===== src/rtl/spi_pkg.sv =====
// spi_pkg: definitions shared between spi_master and spi_slave_rx.
// Holds the frame width and the receiver state encoding.
package spi_pkg;

    // Payload width of one SPI frame, common to master and slave.
    localparam int unsigned WORD_W = 12;

    // Receiver sequencing states.
    typedef enum logic [1:0] {
        StIdle,
        StDummy,
        StShift,
        StWaitCs
    } rx_state_e;

endpackage


===== src/rtl/spi_rx_fifo.sv =====
// spi_rx_fifo: receive-word storage for spi_slave_rx.
// With SPI_SLAVE_RX_FIFO_EN defined, this is a DEPTH-entry FIFO.
// Without it, this is a single holding register and DEPTH is ignored.
// A push while full is dropped with an ovf pulse, unless a pop happens in the same cycle.
module spi_rx_fifo #(
    parameter int unsigned WORD_W = spi_pkg::WORD_W,
    parameter int unsigned DEPTH  = 4
) (
    input  logic              clk,
    input  logic              rst,
    input  logic              push,
    input  logic [WORD_W-1:0] push_data,
    input  logic              dready,
    output logic [WORD_W-1:0] dout,
    output logic              dvalid,
    output logic              ovf
);

    logic pop;
    logic full;
    logic push_ok;

`ifdef SPI_SLAVE_RX_FIFO_EN
    localparam int unsigned PTR_W = (DEPTH > 1) ? $clog2(DEPTH) : 1;

    logic [WORD_W-1:0] mem_q [DEPTH];
    logic [PTR_W-1:0]  wr_ptr_q, wr_ptr_d;
    logic [PTR_W-1:0]  rd_ptr_q, rd_ptr_d;
    logic [PTR_W:0]    cnt_q, cnt_d;

    // Occupancy flags, handshake and next-state for pointers and count.
    always_comb begin
        full     = (cnt_q == (PTR_W + 1)'(DEPTH));
        dvalid   = (cnt_q != '0);
        pop      = dvalid & dready;
        // A pop in the same cycle frees the slot the new word needs.
        push_ok  = push & (~full | pop);
        ovf      = push & full & ~pop;
        wr_ptr_d = wr_ptr_q;
        rd_ptr_d = rd_ptr_q;
        cnt_d    = cnt_q;
        if (push_ok) begin
            wr_ptr_d = (wr_ptr_q == PTR_W'(DEPTH - 1)) ? '0 : wr_ptr_q + PTR_W'(1);
        end
        if (pop) begin
            rd_ptr_d = (rd_ptr_q == PTR_W'(DEPTH - 1)) ? '0 : rd_ptr_q + PTR_W'(1);
        end
        case ({push_ok, pop})
            2'b10:   cnt_d = cnt_q + (PTR_W + 1)'(1);
            2'b01:   cnt_d = cnt_q - (PTR_W + 1)'(1);
            default: cnt_d = cnt_q;
        endcase
        // Gate the head so dout reads zero whenever storage is empty.
        dout = dvalid ? mem_q[rd_ptr_q] : '0;
    end

    // Pointer and occupancy registers.
    always_ff @(posedge clk or posedge rst) begin
        if (rst) begin
            wr_ptr_q <= '0;
            rd_ptr_q <= '0;
            cnt_q    <= '0;
        end else begin
            wr_ptr_q <= wr_ptr_d;
            rd_ptr_q <= rd_ptr_d;
            cnt_q    <= cnt_d;
        end
    end

    // Storage array; contents are don't-care until written.
    always_ff @(posedge clk) begin
        if (push_ok) begin
            mem_q[wr_ptr_q] <= push_data;
        end
    end
`else
    logic [WORD_W-1:0] hold_q;
    logic              valid_q;
    logic              unused_depth;

    assign unused_depth = ^DEPTH;

    // Single-entry handshake: full is simply the valid flag.
    always_comb begin
        full    = valid_q;
        dvalid  = valid_q;
        dout    = hold_q;
        pop     = valid_q & dready;
        push_ok = push & (~full | pop);
        ovf     = push & full & ~pop;
    end

    // Holding register: load on accepted push, clear valid on a bare pop.
    always_ff @(posedge clk or posedge rst) begin
        if (rst) begin
            hold_q  <= '0;
            valid_q <= 1'b0;
        end else if (push_ok) begin
            hold_q  <= push_data;
            valid_q <= 1'b1;
        end else if (pop) begin
            valid_q <= 1'b0;
        end
    end
`endif

endmodule


===== src/rtl/spi_slave_rx.sv =====
// spi_slave_rx: SPI receive-only slave, LSB first, data sampled on sclk falling edges.
// The first falling edge after cs falls is a dummy and is discarded.
// Storage depth is selected by SPI_SLAVE_RX_FIFO_EN (FIFO of DEPTH words, else one register).
module spi_slave_rx #(
    parameter int unsigned WORD_W      = spi_pkg::WORD_W,
    parameter int unsigned SYNC_STAGES = 2,
    parameter int unsigned DEPTH       = 4
) (
    input  logic              clk,
    input  logic              rst,
    input  logic              sclk,
    input  logic              cs,
    input  logic              mosi,
    input  logic              dready,
    output logic [WORD_W-1:0] dout,
    output logic              dvalid,
    output logic              frm_err,
    output logic              ovf
);

    import spi_pkg::*;

    localparam int unsigned CNT_W = $clog2(WORD_W);

    logic [SYNC_STAGES-1:0] sclk_sync_q, cs_sync_q, mosi_sync_q;
    logic                   sclk_s, cs_s, mosi_s;
    logic                   sclk_prev_q;
    logic                   sclk_fall;

    rx_state_e              state_q, state_d;
    logic [CNT_W-1:0]       cnt_q, cnt_d;
    logic [WORD_W-1:0]      shift_q, shift_d;
    logic                   clear;
    logic                   shift_en;
    logic                   last_bit;
    logic                   push;

    // Input synchronizers; cs idles high so reset leaves the bus deselected.
    always_ff @(posedge clk or posedge rst) begin
        if (rst) begin
            sclk_sync_q <= '0;
            cs_sync_q   <= '1;
            mosi_sync_q <= '0;
            sclk_prev_q <= 1'b0;
        end else begin
            sclk_sync_q <= {sclk_sync_q[SYNC_STAGES-2:0], sclk};
            cs_sync_q   <= {cs_sync_q[SYNC_STAGES-2:0], cs};
            mosi_sync_q <= {mosi_sync_q[SYNC_STAGES-2:0], mosi};
            sclk_prev_q <= sclk_s;
        end
    end

    assign sclk_s    = sclk_sync_q[SYNC_STAGES-1];
    assign cs_s      = cs_sync_q[SYNC_STAGES-1];
    assign mosi_s    = mosi_sync_q[SYNC_STAGES-1];
    assign sclk_fall = sclk_prev_q & ~sclk_s;
    assign last_bit  = (cnt_q == CNT_W'(WORD_W - 1));

    // State register.
    always_ff @(posedge clk or posedge rst) begin
        if (rst) begin
            state_q <= StIdle;
        end else begin
            state_q <= state_d;
        end
    end

    // Next-state: cs high aborts any frame in progress.
    always_comb begin
        state_d = state_q;
        case (state_q)
            StIdle:   if (!cs_s) state_d = StDummy;
            StDummy: begin
                if (cs_s)           state_d = StIdle;
                else if (sclk_fall) state_d = StShift;
            end
            StShift: begin
                if (cs_s)                       state_d = StIdle;
                else if (sclk_fall && last_bit) state_d = StWaitCs;
            end
            StWaitCs: if (cs_s) state_d = StIdle;
            default:  state_d = StIdle;
        endcase
    end

    // Outputs of the FSM: datapath controls and the frame-error pulse.
    always_comb begin
        clear    = 1'b0;
        shift_en = 1'b0;
        push     = 1'b0;
        frm_err  = 1'b0;
        case (state_q)
            StIdle:  clear = 1'b1;
            StDummy: frm_err = cs_s;
            StShift: begin
                if (cs_s) begin
                    frm_err = 1'b1;
                end else if (sclk_fall) begin
                    shift_en = 1'b1;
                    push     = last_bit;
                end
            end
            default: ;
        endcase
    end

    // Shift datapath next-state; the pushed word includes the bit sampled this cycle.
    always_comb begin
        shift_d = shift_q;
        cnt_d   = cnt_q;
        if (clear) begin
            shift_d = '0;
            cnt_d   = '0;
        end else if (shift_en) begin
            shift_d[cnt_q] = mosi_s;
            cnt_d          = cnt_q + CNT_W'(1);
        end
    end

    // Bit counter and shift register.
    always_ff @(posedge clk or posedge rst) begin
        if (rst) begin
            cnt_q   <= '0;
            shift_q <= '0;
        end else begin
            cnt_q   <= cnt_d;
            shift_q <= shift_d;
        end
    end

    spi_rx_fifo #(
        .WORD_W (WORD_W),
        .DEPTH  (DEPTH)
    ) u_fifo (
        .clk       (clk),
        .rst       (rst),
        .push      (push),
        .push_data (shift_d),
        .dready    (dready),
        .dout      (dout),
        .dvalid    (dvalid),
        .ovf       (ovf)
    );

endmodule


===== config.mk =====
export PLATFORM = sky130hd
export DESIGN_NAME = spi_slave_rx
export DESIGN_NICKNAME = d
export VERILOG_FILES = /design/src/rtl/spi_pkg.sv /design/src/rtl/spi_rx_fifo.sv /design/src/rtl/spi_slave_rx.sv
export SDC_FILE = /design/constraint.sdc
export NUM_CORES = 1
export LEC_CHECK = 0
export ABC_CLOCK_PERIOD_IN_PS = 1890
export CORE_ASPECT_RATIO = 2
export CORE_UTILIZATION = 30
export CTS_BUF_LIST = sky130_fd_sc_hd__clkbuf_4
export DETAILED_ROUTE_END_ITERATION = 8
export SLEW_MARGIN = 0
export SYNTH_ARGS = -nofsm -noshare
export SYNTH_HDL_FRONTEND = slang
export SYNTH_SLANG_ARGS = --single-unit

===== constraint.sdc =====
create_clock -name clk -period 1.89 [get_ports clk]
set_input_delay 0.567 -clock clk [delete_from_list [all_inputs] [get_ports clk]]
set_output_delay 0.567 -clock clk [all_outputs]
set_load 0.005 [all_outputs]

==> reports/metrics.yaml, run 1 <==
cts_tree: "done"
worstSetupEndpointType: "output port"
timing_worst_slew_pin_value_ns: 0.3785
die_y_um: 108.9
final.period_utilization_pct: 108.6
arrival_ns: 1.49
first_global_vias: 1285
routedWlPerCell_um: 14.08
clock_insertion_delay_worst_skew_ns: 0.34
dr_total_vias: 1201
critPathLaunchType: "register"
rsz0062_at_grt: "yes"
total_chip_power_uw: 1925
globalRoute.totalOverflow: 0
synthesis.area_um2: 1713
floorplan.core_area_um2: 5468
maxCapViolations: 0
hpwl_mm: 2.555
yosys-top-cells-area: "dfrtp_1, mux2i_1, ha_1, nand2b_1, mux2_1"
synth_top_cell_area_share_pct: 51.13
finalWorstPathRequiredPeriod_ns: 2.053
setup_ws_ns: -0.1629
top_layer: "met4"
design.die.area_um2: 6034
drt_wl_total_mm: 3.521
synth_enable_flop_cells: 0
gp_congestion: 0.7529
timing.reg2reg.setup_slack_ns: 0.05
netSwitchingFraction_pct: 28.69
most_instantiated_cells_after_synthesis: "dfrtp_1, mux2i_1, nor2_1"
run_status: "finished with violations"
worst_setup_slack_after_placement_ns: -0.3826
number_of_nets_at_the_end_of_the_flow: 204
grt_use_total_pct: 12.71
critPathLaunch: "state_q[0]"
route.detailed.vias_per_inst: 4.804
met2RoutedLength_mm: 1.995
syn_to_layout_area_delta_pct: 32.58
cts_htree_levels: 2
crit_path_cell_trace: "inv_2 > buf_4 > ha_1 > and2_1 > buf_2"
number_of_buffers_created_by_cts: 5
vdd_drop_max_mv: 0.5063
holdCritPathClass: "reg -> reg"
synth_most_common_cell: "dfrtp_1"
number_of_hold_violations_in_the_final_report: 0
timing.fmax_ghz: 0.4871
numPortBuffers: 20
initial_antenna_violation_count: 0
total_leakage_power_uw: 0.001107
ys_types: 33
synth_top_area_cell: "dfrtp_1"
clock_sinks: 37
synth_async_sr_flop_share_pct: 100.0
postSynthRegisterBits: 37
ioPinCount: 21
syn_area_per_cell_um2: 12.15
share_comb_of_total_power_pct: 27.7
crit_path_max_fanout: 3
timing.rr.start: "state_q[0]"
ys_seq_area_share_pct: 54.20
internal_power_uw: 1373
clock_tree_skew_after_final_layout_ns: 0.01374
totalNegativeSetupSlack_ns: -0.3253
slew_violations: 0
failed_checks: "negative setup slack"
share_clk_of_total_power_pct: 28.4
worstPathRequired_ns: 1.32
maxSlewHeadroom_pct: 74.66
synth_flop_cell: "dfrtp_1"
detail_route.first_pass.iterations: 3
first_iter_violations: 20
detail_route.wirelength.met1_mm: 1.332
floorplan.initialDensity_pct: 31.33
drive_gt1_share_pct: 27.37
met3RoutedLength_um: 79
cp_slowest_cell: "dfrtp_1"
cts-root-to-sink-buffers: 2
finalNonFillerCells: 250
startpoint_of_the_tightest_hold_check_path: "mosi_sync_q[0]"
cts-root-buf: "clkbuf_4"
clkSlewWorstSetupHoldPaths_ns: 0.11
die_outline_width_um: 55.43
power_frac_seq_pct: 44.0
final_setup_fails: 2
power-per-cell-area_nw_per_um2: 847.9
pin_count_of_the_biggest_net_entering_global_routing: 38
post-route-drc-count: 0
postRouteAntennaNets: 0
cp_slowest_stage_delay_ns: 0.39
p_sw_uw: 552.5
synthCells: 141
yosys_warnings: 0
n_antenna_cell: 0
numPlacedInstances: 235
core_rows: 38
grt_pass1_wl_mm: 5.837
setup.worst_path.class: "reg -> out"
mappedNetlistNets: 156
-- flip-flops by register name (all words and copies together), names as in the netlist --
register and flops:
cnt_q 4, cs_sync_q 2, mosi_sync_q 2, sclk_prev_q 1
sclk_sync_q 2, shift_q 11, state_q 2, u_fifo.dout 12
u_fifo.dvalid 1
-- power groups by stage --
stage / clock (uW) / sequential [uW] / combinational, uW
3_5_place_dp: 0 / 854 / 504
5_1_grt: 597 / 848 / 587
2_1_floorplan: 0 / 859 / 287
4_1_cts: 562 / 845 / 505
6_report: 546 / 847 / 532
3_3_place_gp: 0 / 852 / 468
-- routing by layer --
| metal | up-vias | track usage [%] |
|---|---|---|
| li1 | 576 | - |
| met1 | 599 | 12.26 |
| met2 | 18 | 23.84 |
| met3 | 8 | 2.491 |
| met4 | 0 | 8.571 |
| met5 | - | 0 |
-- layout by cell type (no fill, tap or decap), drive strengths merged --
master	synthesis	layout
nor2b	2	2
nand4	5	5
inv	6	6
a31oi	1	1
clkbuf	3	6
nor2	11	11
nor3	1	1
or2	1	1
a21oi	2	2
o21ai	4	4
clkinv	0	1
nand2	7	7
nand3	5	5
bufinv	0	1
dfstp	2	2
clkdlybuf4s50	0	18
and2	1	1
xor2	2	2
dfrtp	35	35
nand2b	10	10
o31ai	1	1
nand4b	4	4
mux2	9	9
and4bb	1	1
and2b	1	1
xnor2	1	1
buf	3	29
ha	9	9
mux2i	13	13
nor3b	1	1
-- area by class of cell --
| type | instances | area [um2] |
|---|---|---|
| clock buffers | 6 | 45.04 |
| clock inverters | 2 | 33.78 |
| fillers | 521 | 3197 |
| inverters | 6 | 22.52 |
| multi-input cells | 92 | 748.2 |
| flip-flops and latches | 37 | 928.4 |
| well taps | 60 | 75.07 |
| repair buffers | 47 | 417.9 |
-- kinds of logic (layout without fill, tap and decap cells) --
| logic type | Yosys count | after routing | share of synthesized area (%) |
|---|---|---|---|
| simple gates | 50 | 50 | 17.97 |
| flops | 37 | 37 | 54.20 |
| mux | 22 | 22 | 13.51 |
| buf+inv | 12 | 61 | 3.652 |
| fa+ha+maj | 9 | 9 | 6.574 |
| compound gates | 8 | 8 | 2.557 |
| xor+xnor | 3 | 3 | 1.534 |
-- through the flow --
stage          hold slack (ns)  instance area, um2  utilization (%)
2_1_floorplan           0.3312                1713                -
3_3_place_gp            0.3360                2111            38.60
3_5_place_dp            0.3370                2111            38.60
4_1_cts                 0.3459                2197            40.18
5_1_grt                 0.3571                2271            41.53
6_report                0.3445                2271            41.53
-- path summary, 6_finish.rpt --
check	to	cells after the start
max	frm_err	5
min	mosi_sync_q[1]	0
max reg2reg	u_fifo.dout[3]	7
min reg2reg	mosi_sync_q[1]	0
max in group asynchronous	cs_sync_q[0]	3
min in group asynchronous	state_q[0]	3
-- critical path, delay by kind of cell (launching register included) --
family	cells	cell delay [ns]
DFF	1	0.39
adders and majority gates	1	0.27
and+or+nand+nor	1	0.15
buffers and inverters	3	0.33
-- what timing repair did --
| item | CTS | global route |
|---|---|---|
| gates resized for setup | 13 | 3 |
| endpoints found under the setup margin | 5 | 8 |
| buffers inserted | 0 | 8 |
| hold buffers | 0 | 0 |
| endpoints found under the hold margin | 0 | 0 |
| pin swaps | 4 | 2 |
No activity file was read; power rests on OpenSTA's default activity.
==> run 2: changes to the inputs <==
--- a/config.mk
+++ b/config.mk
@@ -9,7 +9,9 @@
 export CORE_ASPECT_RATIO = 2
 export CORE_UTILIZATION = 30
 export CTS_BUF_LIST = sky130_fd_sc_hd__clkbuf_4
+export CTS_CLUSTER_SIZE = 12
 export DETAILED_ROUTE_END_ITERATION = 8
+export PLACE_DENSITY = 0.59
 export SLEW_MARGIN = 0
 export SYNTH_ARGS = -nofsm -noshare
 export SYNTH_HDL_FRONTEND = slang
==> run 2 against run 1 <==
Against the previous run:
- the flow still finishes with violations (negative setup slack)
- sequential power grew 0.8%
- non-clock buffer count grew 1
- worst setup slack lost 0.0064 ns
- clock power shrank 25%
- via count grew 0.83%
- critical path depth grew 1
- total power shrank 2.2%
- clock skew is essentially flat
- global-route usage grew 0.20 points
- largest cell class unchanged
==> reports/metrics.yaml, run 2 (same netlist as run 1, synthesis figures left out) <==
total_leakage_power_uw: 0.001105  # -0.17%
routedWlPerCell_um: 14.61  # +3.8%
post-route-drc-count: 0  # unchanged
cts_tree: "done"
clkSlewWorstSetupHoldPaths_ns: 0.11  # about the same
worstSetupEndpointType: "output port"
arrival_ns: 1.49  # about the same
die_y_um: 108.9  # unchanged
maxSlewHeadroom_pct: 75.35  # +0.69 points
hold_bufs_at_cts: 0  # unchanged
route.detailed.vias_per_inst: 4.825  # +0.43%
setup_ws_ns: -0.1693  # -0.006424 ns
clock_tree_skew_after_final_layout_ns: 0.01331  # -0.0004323 ns
core_rows: 38  # unchanged
first_iter_violations: 8  # -60%
numPortBuffers: 20  # unchanged
hpwl_mm: 2.559  # +0.15%
n_antenna_cell: 0  # unchanged
globalRoute.totalOverflow: 0  # unchanged
postRouteAntennaNets: 0  # unchanged
post_route_cell_area_um2: 2273  # +0.11%
finalWorstPathRequiredPeriod_ns: 2.059  # +0.006424 ns
regToRegEndpoint: "u_fifo.dout[3]"
first_global_vias: 1353  # +5.3%
syn_to_layout_area_delta_pct: 32.72
slew_violations: 0  # unchanged
gp_congestion: 0.8511  # +13%
final_common_cell: "dfrtp_1"
run_status: "finished with violations"
pin_count_of_the_biggest_net_entering_global_routing: 38  # unchanged
ioPinCount: 21  # unchanged
clock_insertion_delay_worst_skew_ns: 0.33  # about the same
final_setup_fails: 2  # unchanged
timing.rr.start: "state_q[0]"
totalNegativeSetupSlack_ns: -0.3273  # -0.001980 ns
timing.fmax_ghz: 0.4856  # -0.31%
rsz0062_at_grt: "yes"
timing.reg2reg.setup_slack_ns: 0.06  # about the same
largest_reg_flops: 12  # unchanged
utilization_pct: 41.58  # +0.046 points
crit_path_max_fanout: 2  # -1
n_fill_cell: 556  # +6.7%
die_outline_width_um: 55.43  # unchanged
critPathLaunch: "state_q[0]"
design.die.area_um2: 6034  # unchanged
critPathLaunchType: "register"
dr_total_vias: 1211  # +0.83%
grt_pass1_wl_mm: 5.982  # +2.5%
timing_worst_slew_pin_value_ns: 0.3698  # -0.008762 ns
floorplan.initialDensity_pct: 31.33  # unchanged
detail_route.first_pass.iterations: 4  # +1
worst_hold_slack_ns: 0.3593  # +0.01484 ns
reg2reg_depth: 7  # unchanged
vdd_drop_max_mv: 0.5946  # +17%
cts-root-buf: "clkbuf_4"
cts_htree_levels: 2  # unchanged
most-common-layout-cells: "dfrtp_1, buf_4, clkdlybuf4s50_1, mux2i_1"
worstPathRequired_ns: 1.32  # about the same
grt_use_total_pct: 12.91  # +0.20 points
floorplan.core_area_um2: 5468  # unchanged
drt_wl_total_mm: 3.668  # +4.2%
maxCapViolations: 0  # unchanged
drive_gt1_share_pct: 28.80  # +1.4 points
initial_antenna_violation_count: 0  # unchanged
cts-root-to-sink-buffers: 2  # unchanged
number_of_hold_violations_in_the_final_report: 0  # unchanged
power-per-cell-area_nw_per_um2: 828.3  # -2.3%
worst_setup_path_endpoint: "ovf"
holdCritPathClass: "reg -> reg"
postPlaceCellArea_um2: 2103  # -0.36%
setup.worst_path.class: "reg -> out"
number_of_nets_at_the_end_of_the_flow: 205  # +0.49%
clock_sinks: 37  # unchanged
final.period_utilization_pct: 109.0  # +0.34 points
number_of_buffers_created_by_cts: 5  # unchanged
failed_checks: "negative setup slack"
total_chip_power_uw: 1883  # -2.2%
==> run 2: worst min path at each step <==
stage	from	end	cells past startpoint
finish	mosi_sync_q[0]	mosi_sync_q[1]	0
floorplan	mosi_sync_q[0]	mosi_sync_q[1]	0
global placement	sclk_sync_q[0]	sclk_sync_q[1]	0
detailed placement	mosi_sync_q[0]	mosi_sync_q[1]	0
global route	mosi_sync_q[0]	mosi_sync_q[1]	0
CTS	mosi_sync_q[0]	mosi_sync_q[1]	0
==> run 2: through the flow <==
stage,setup slack (ns),std cells
4_1_cts,-0.1767,248
3_5_place_dp,-0.3855,234
2_1_floorplan,0.002683,141
3_3_place_gp,-0.3884,234
5_1_grt,-0.2680,251
6_report,-0.1693,251
==> run 2: critical path: stages (launching register included) <==
cell and delay [ns]:
dfrtp_1 0.41, inv_2 0.08, ha_4 0.13, and4bb_4 0.25
nand3_4 0.08, nor2_2 0.10, buf_2 0.10
==> run 2: power breakdown <==
part           internal [uW]  switching (uW)  leakage [uW]
combinational            324             298      0.000575
sequential               825            29.3      0.000494
clock                    156             250     0.0000354
total                   1300             578       0.00110
==> run 2: layout make-up <==
cell class,count,area (um2),area share (%)
Clock inverter,2,10.01,0.4403
Clock buffer,6,45.04,1.981
Tap cell,60,75.07,3.302
Multi-Input combinational cell,92,762.0,33.52
Sequential cell,37,929.6,40.89
Inverter,6,22.52,0.9906
Timing Repair Buffer,48,429.2,18.88
==> run 2: repair_timing <==
| item | CTS | global route |
|---|---|---|
| pin swaps | 4 | 4 |
| buffers inserted | 6 | 6 |
| endpoints found under the setup margin | 4 | 12 |
| resized for setup | 15 | 4 |
==> run 2: metal layers <==
metal	part of all wire, %	vias up	GRT usage [%]
li1	-	573	-
met3	1.9	6	1.898
met4	2.3	0	8.036
met1	37	613	12.87
met5	0	-	0
met2	59	19	24.53
